<file path="config.mk">
export PLATFORM = sky130hd
export DESIGN_NAME = ex_fwd_stage
export DESIGN_NICKNAME = d
export VERILOG_FILES = /design/src/rtl/ex_fwd_stage.sv
export SDC_FILE = /design/constraint.sdc
export NUM_CORES = 1
export LEC_CHECK = 0
export ABC_AREA = 1
export BUFFER_PORTS_ARGS = -buffer_cell sky130_fd_sc_hd__buf_2
export CORE_MARGIN = 5
export CORE_UTILIZATION = 50
export DETAILED_ROUTE_END_ITERATION = 8
export GPL_ROUTABILITY_DRIVEN = 0
export PLACE_DENSITY = 0.7
export SYNTH_ARGS = -nofsm -noshare
export SYNTH_HDL_FRONTEND = slang
export SYNTH_SLANG_ARGS = --single-unit
</file>
<file path="constraint.sdc">
create_clock -name clk -period 3.9 [get_ports clk]
set_input_delay 0.585 -clock clk [delete_from_list [all_inputs] [get_ports clk]]
set_output_delay 0.585 -clock clk [all_outputs]
set_load 0.05 [all_outputs]
</file>
<file path="src/rtl/ex_fwd_stage.sv">
// ex_fwd_stage: MIPS execute-stage register, ALU, EX->ID bypass bus and load-use hold.
module ex_fwd_stage (
  input  logic        clk,
  input  logic        rst,
  input  logic        stall_ex,
  input  logic        flush,
  input  logic        id_valid,
  input  logic        id_rf_we,
  input  logic [4:0]  id_rf_waddr,
  input  logic        id_is_load,
  input  logic [3:0]  id_alu_op,
  input  logic [31:0] id_src_a,
  input  logic [31:0] id_src_b,
  input  logic [4:0]  id_raddr1,
  input  logic [4:0]  id_raddr2,
  input  logic        id_re1,
  input  logic        id_re2,
  output logic        id_hold,
  output logic [37:0] ex_to_id_bus,
  output logic [38:0] ex_to_mem_bus
);
  typedef enum logic {NORMAL, BUBBLE} state_t;
  state_t state, state_nx;
  logic valid, rf_we, is_load, eff_we;
  logic [4:0] waddr, out_waddr;
  logic [3:0] alu_op;
  logic [31:0] src_a, src_b, alu, out_result;
  always_ff @(posedge clk)
    if (rst || flush || (!stall_ex && id_hold)) begin
      valid   <= 1'b0;
      rf_we   <= 1'b0;
      waddr   <= 5'd0;
      is_load <= 1'b0;
      alu_op  <= 4'd0;
      src_a   <= 32'h0;
      src_b   <= 32'h0;
    end else if (!stall_ex) begin
      valid   <= id_valid;
      rf_we   <= id_rf_we;
      waddr   <= id_rf_waddr;
      is_load <= id_is_load;
      alu_op  <= id_alu_op;
      src_a   <= id_src_a;
      src_b   <= id_src_b;
    end
  always_ff @(posedge clk)
    state <= rst ? NORMAL : state_nx;
  always_comb
    state_nx = (state == NORMAL && id_hold && !stall_ex && !flush) ? BUBBLE : NORMAL;
  always_comb begin
    alu = 32'h0;
    case (alu_op)
      4'd0:  alu = src_a + src_b;
      4'd1:  alu = src_a - src_b;
      4'd2:  alu = src_a & src_b;
      4'd3:  alu = src_a | src_b;
      4'd4:  alu = src_a ^ src_b;
      4'd5:  alu = {31'h0, $signed(src_a) < $signed(src_b)};
      4'd6:  alu = {31'h0, src_a < src_b};
      4'd7:  alu = src_b << src_a[4:0];
      4'd8:  alu = src_b >> src_a[4:0];
      4'd9:  alu = $signed(src_b) >>> src_a[4:0];
      4'd10: alu = {src_b[15:0], 16'h0};
      4'd11: alu = src_a;
      default: alu = 32'h0;
    endcase
  end
  assign eff_we     = valid & rf_we & (waddr != 5'd0);
  assign out_waddr  = valid ? waddr : 5'd0;
  assign out_result = valid ? alu : 32'h0;
  // A bubble always follows the BUBBLE entry, so holding only from NORMAL loses nothing.
  assign id_hold = (state == NORMAL) & valid & is_load & eff_we &
                   ((id_re1 & (id_raddr1 == waddr)) | (id_re2 & (id_raddr2 == waddr)));
  assign ex_to_id_bus  = {eff_we & ~is_load, out_waddr, out_result};
  assign ex_to_mem_bus = {valid & is_load, eff_we, out_waddr, out_result};
endmodule
</file>
==> results.md <==
- CTS max path bufs: 2
- End of the worst register-to-register path: src_b[12]
- Syn Inst Count: 2624
- Reg2reg start: waddr[3]
- Hold Buf Count CTS: 0
- Final Power: 0.00303 W
- Gates resized, CTS repair: 0
- R2R Setup Slk: 1.56 ns
- Synth Area in Simple Gates: 0.493
- Post-Synth XOR/XNOR Area: 0.00250
- # Post-CTS Setup Buffers: 0
- Filler cell count: between 2k and 3k
- Slew Limit Fails: 0
- Fin Clk Skew: roughly 0.011 ns
- Syn_nets: ~2.8k
- Switching Power: around 0.0013 W
- Startpoint Class: register
- Worst-path clk slew: 0.07 ns
- Clk_lat worst skew: 0.36 ns
- Post-synth EDFFs: 0
- Synth Area in Compound Gates: 0.0873
- Top cells by count, synth: nand2_1, nand3_1, inv_1
- Dpl cell area: approximately 0.015 mm²
- WL/cell: 20.3 µm
- Critical Path Fanout Max: 14
- Status: complete, no violations
- Post-synth ARST share: 0
- Hold EP: state
- Synth Area in Adders: 0.0948
- Total die area: 0.0315 mm²
- Power per cell area: 197 mW/mm²
- Reg2Reg Depth: 9
- First-pass GRT wire length: approximately 94000 µm
- Antenna viol nets, final: 0
- Crit path kind: register to output port
- Boundary Pins: 170
- F_max: between 200 and 300 MHz
- Crit. End Element: output port
- Slew @ Worst Pin: 0.751 ns
- Combinational Power Share: 0.406
- Clk root buf: clkbuf_16
- Final Critical Period: 3.81 ns
- Via count: 18.5k
- CP most frequent cell: nor2_1
- Fin util: 0.554
- CP max stage delay: 0.55 ns
- Count leader, synth: nand2_1
- Final net count: 2912
- HP Class: input pin to register
- Final Setup Violations: 0
- GRT Residual Overflow: 0
- Inserted Diodes: 0
- Min-delay src: rst
- Post-synth cell types: 45
- P_leak: 8.58 nW
- Initial DRC Count: 3311
- Internal power: 0.00172 W
- Placed wire-length estimate: 49900 µm
- Vias/cell: 5.98
- DRC viols: 0
- DRT Wirelength: 63000 µm
- Peak VDD IR: 0.000212 V
- Placeable Area: 0.0277 mm²
- Die H: 177 µm
- Number of placement rows: 61
- Mux cell area share after synthesis: 0.0543
- Design Area, Final: 0.0153 mm²
- Vias in the first global route: between 15k and 20k
- DIE WIDTH: 177 µm
- Top_reg_cell synth: dfxtp_1
- Warnings from Yosys: 0
- Area leader, netlist: nand2_1
- CTS tree: yes
- #FFs+latches synth: 77
- CTS H-tree depth: 3
- Worst hold margin: 0.396 ns
- Clk sink count: 77
- Rel. slew slack: 0.499
- CP Cell Sequence: nor2_1 > nand2_1 > buf_4 > o22ai_1 > nor3_1 > nand2_1 > nor2_1 > nand3_1 > nor2_1 > nor2_1 > buf_2
- Avg Inst Size Synth: 5.34 µm²
- Mapped Area: 0.0140 mm²
- Total GRT Usage: 0.387
- Initial Util: 0.506
- Sequential power share: 0.281
- Pin count of the biggest net entering global routing: 72
- Fin crit share: 0.978
- Worst EP required: 3.31 ns
- Critical path startpoint: alu_op[1]
- Yosys top cell area share: 0.223
- CTS Buf Count: 9
- Top cells by area, synth: nand2_1, nand3_1, dfxtp_1, ha_1, inv_1
- Final non-filler cell total: 3098
- Antenna violations before repair: 0
- Layout cells sized above 1: 0.111
- Seq/Total Area, Yosys: 0.110
- Clk network pwr share: 0.313
- Slowest CP cell: dfxtp_1
- PortBufs: 169
- Placed Cells: 3082
- Hold Crit Depth: 2
- TritonRoute pass-1 iters: 7
- Worst EP arrival: around 3.2 ns
- Largest family of logic cells by synthesized area: simple AND/OR/NAND/NOR gates
- Sw frac: 0.431
- Area Overhead vs Synth: 9.55%
- MaxCap Viol Count: 0
- Hold Fails Final Rpt: 0
==> how the worst max path moves through the flow <==
stage / slack [ns] / to
floorplan: 0.05 / ex_to_mem_bus[18]
finish: 0.09 / ex_to_mem_bus[23]
CTS: 0.03 / ex_to_mem_bus[10]
global placement: 0.44 / ex_to_mem_bus[10]
global route: -0.0006 / ex_to_id_bus[9]
detailed placement: 0.42 / ex_to_mem_bus[10]
==> through the flow <==
step	TNS, ns	setup WS (ns)
floorplan	0	0.0491
global placement	0	0.445
detailed placement	0	0.420
CTS	0	0.0262
global route	-0.000564	-0.000564
finish	0	0.0853
==> kinds of logic after synthesis <==
family          Yosys count
fa+ha+maj               105
flops                    77
buf+inv                 507
mux                      76
simple gates           1638
xor+xnor                  4
compound gates          217
==> area by class of cell <==
cell class / count / area, µm² / area share
clock buffer: 11 / 253 / 0.0165
timing repair buffer: 236 / 1400 / 0.0912
tap: 378 / 473 / 0.0308
sequential: 77 / 1540 / 0.101
inverter: 351 / 1320 / 0.0860
multi-input combinational: 2040 / 10300 / 0.671
clock inverter: 5 / 66.3 / 0.00432
==> critical path, delay by kind of cell (launching register included) <==
family	cells	cell delay, ns
compound gates	1	0.13
buf+inv	2	0.57
flops	1	0.55
simple gates	8	1.60
==> flip-flops by register name, indices dropped and copies added, names as in the netlist <==
register  cells
rf_we         1
valid         1
state         1
src_a        32
alu_op        4
waddr         5
src_b        32
is_load       1
==> layer usage <==
metal | up-vias | share of wire | track usage
met5 | - | 0 | 0
met4 | 0 | 0.079 | 0.238
met3 | 335 | 0.16 | 0.115
met2 | 1498 | 0.40 | 0.580
met1 | 8202 | 0.36 | 0.486
li1 | 8487 | - | -
==> cells in the final DEF (no fill, tap or decap), types with 5 or more instances in the layout <==
cell and count:
dfxtp_1 75, nor2_1 312, buf_4 69, nand3_1 388, nand3b_1 9, clkbuf_16 9, nand2_2 12, nand2_1 831
nor2_4 5, ha_1 101, a31oi_1 8, a21oi_1 71, o211ai_1 12, o22ai_1 24, and2_1 13, nor3_1 21
nand4_1 24, nor2_2 11, inv_1 340, o21ai_0 74, mux2i_1 76, o21ai_1 6, o21bai_1 8, inv_2 9
buf_2 160
==> power by group through the flow <==
stage	Combinational, W	Sequential (W)	Clock [W]
2_1_floorplan	0.000802	0.000855	0
6_report	0.00123	0.000851	0.000946
3_3_place_gp	0.00115	0.000865	0
3_5_place_dp	0.00116	0.000866	0
5_1_grt	0.00133	0.000852	0.000981
4_1_cts	0.00117	0.000847	0.000954
Power figures use the tool's default switching activity.
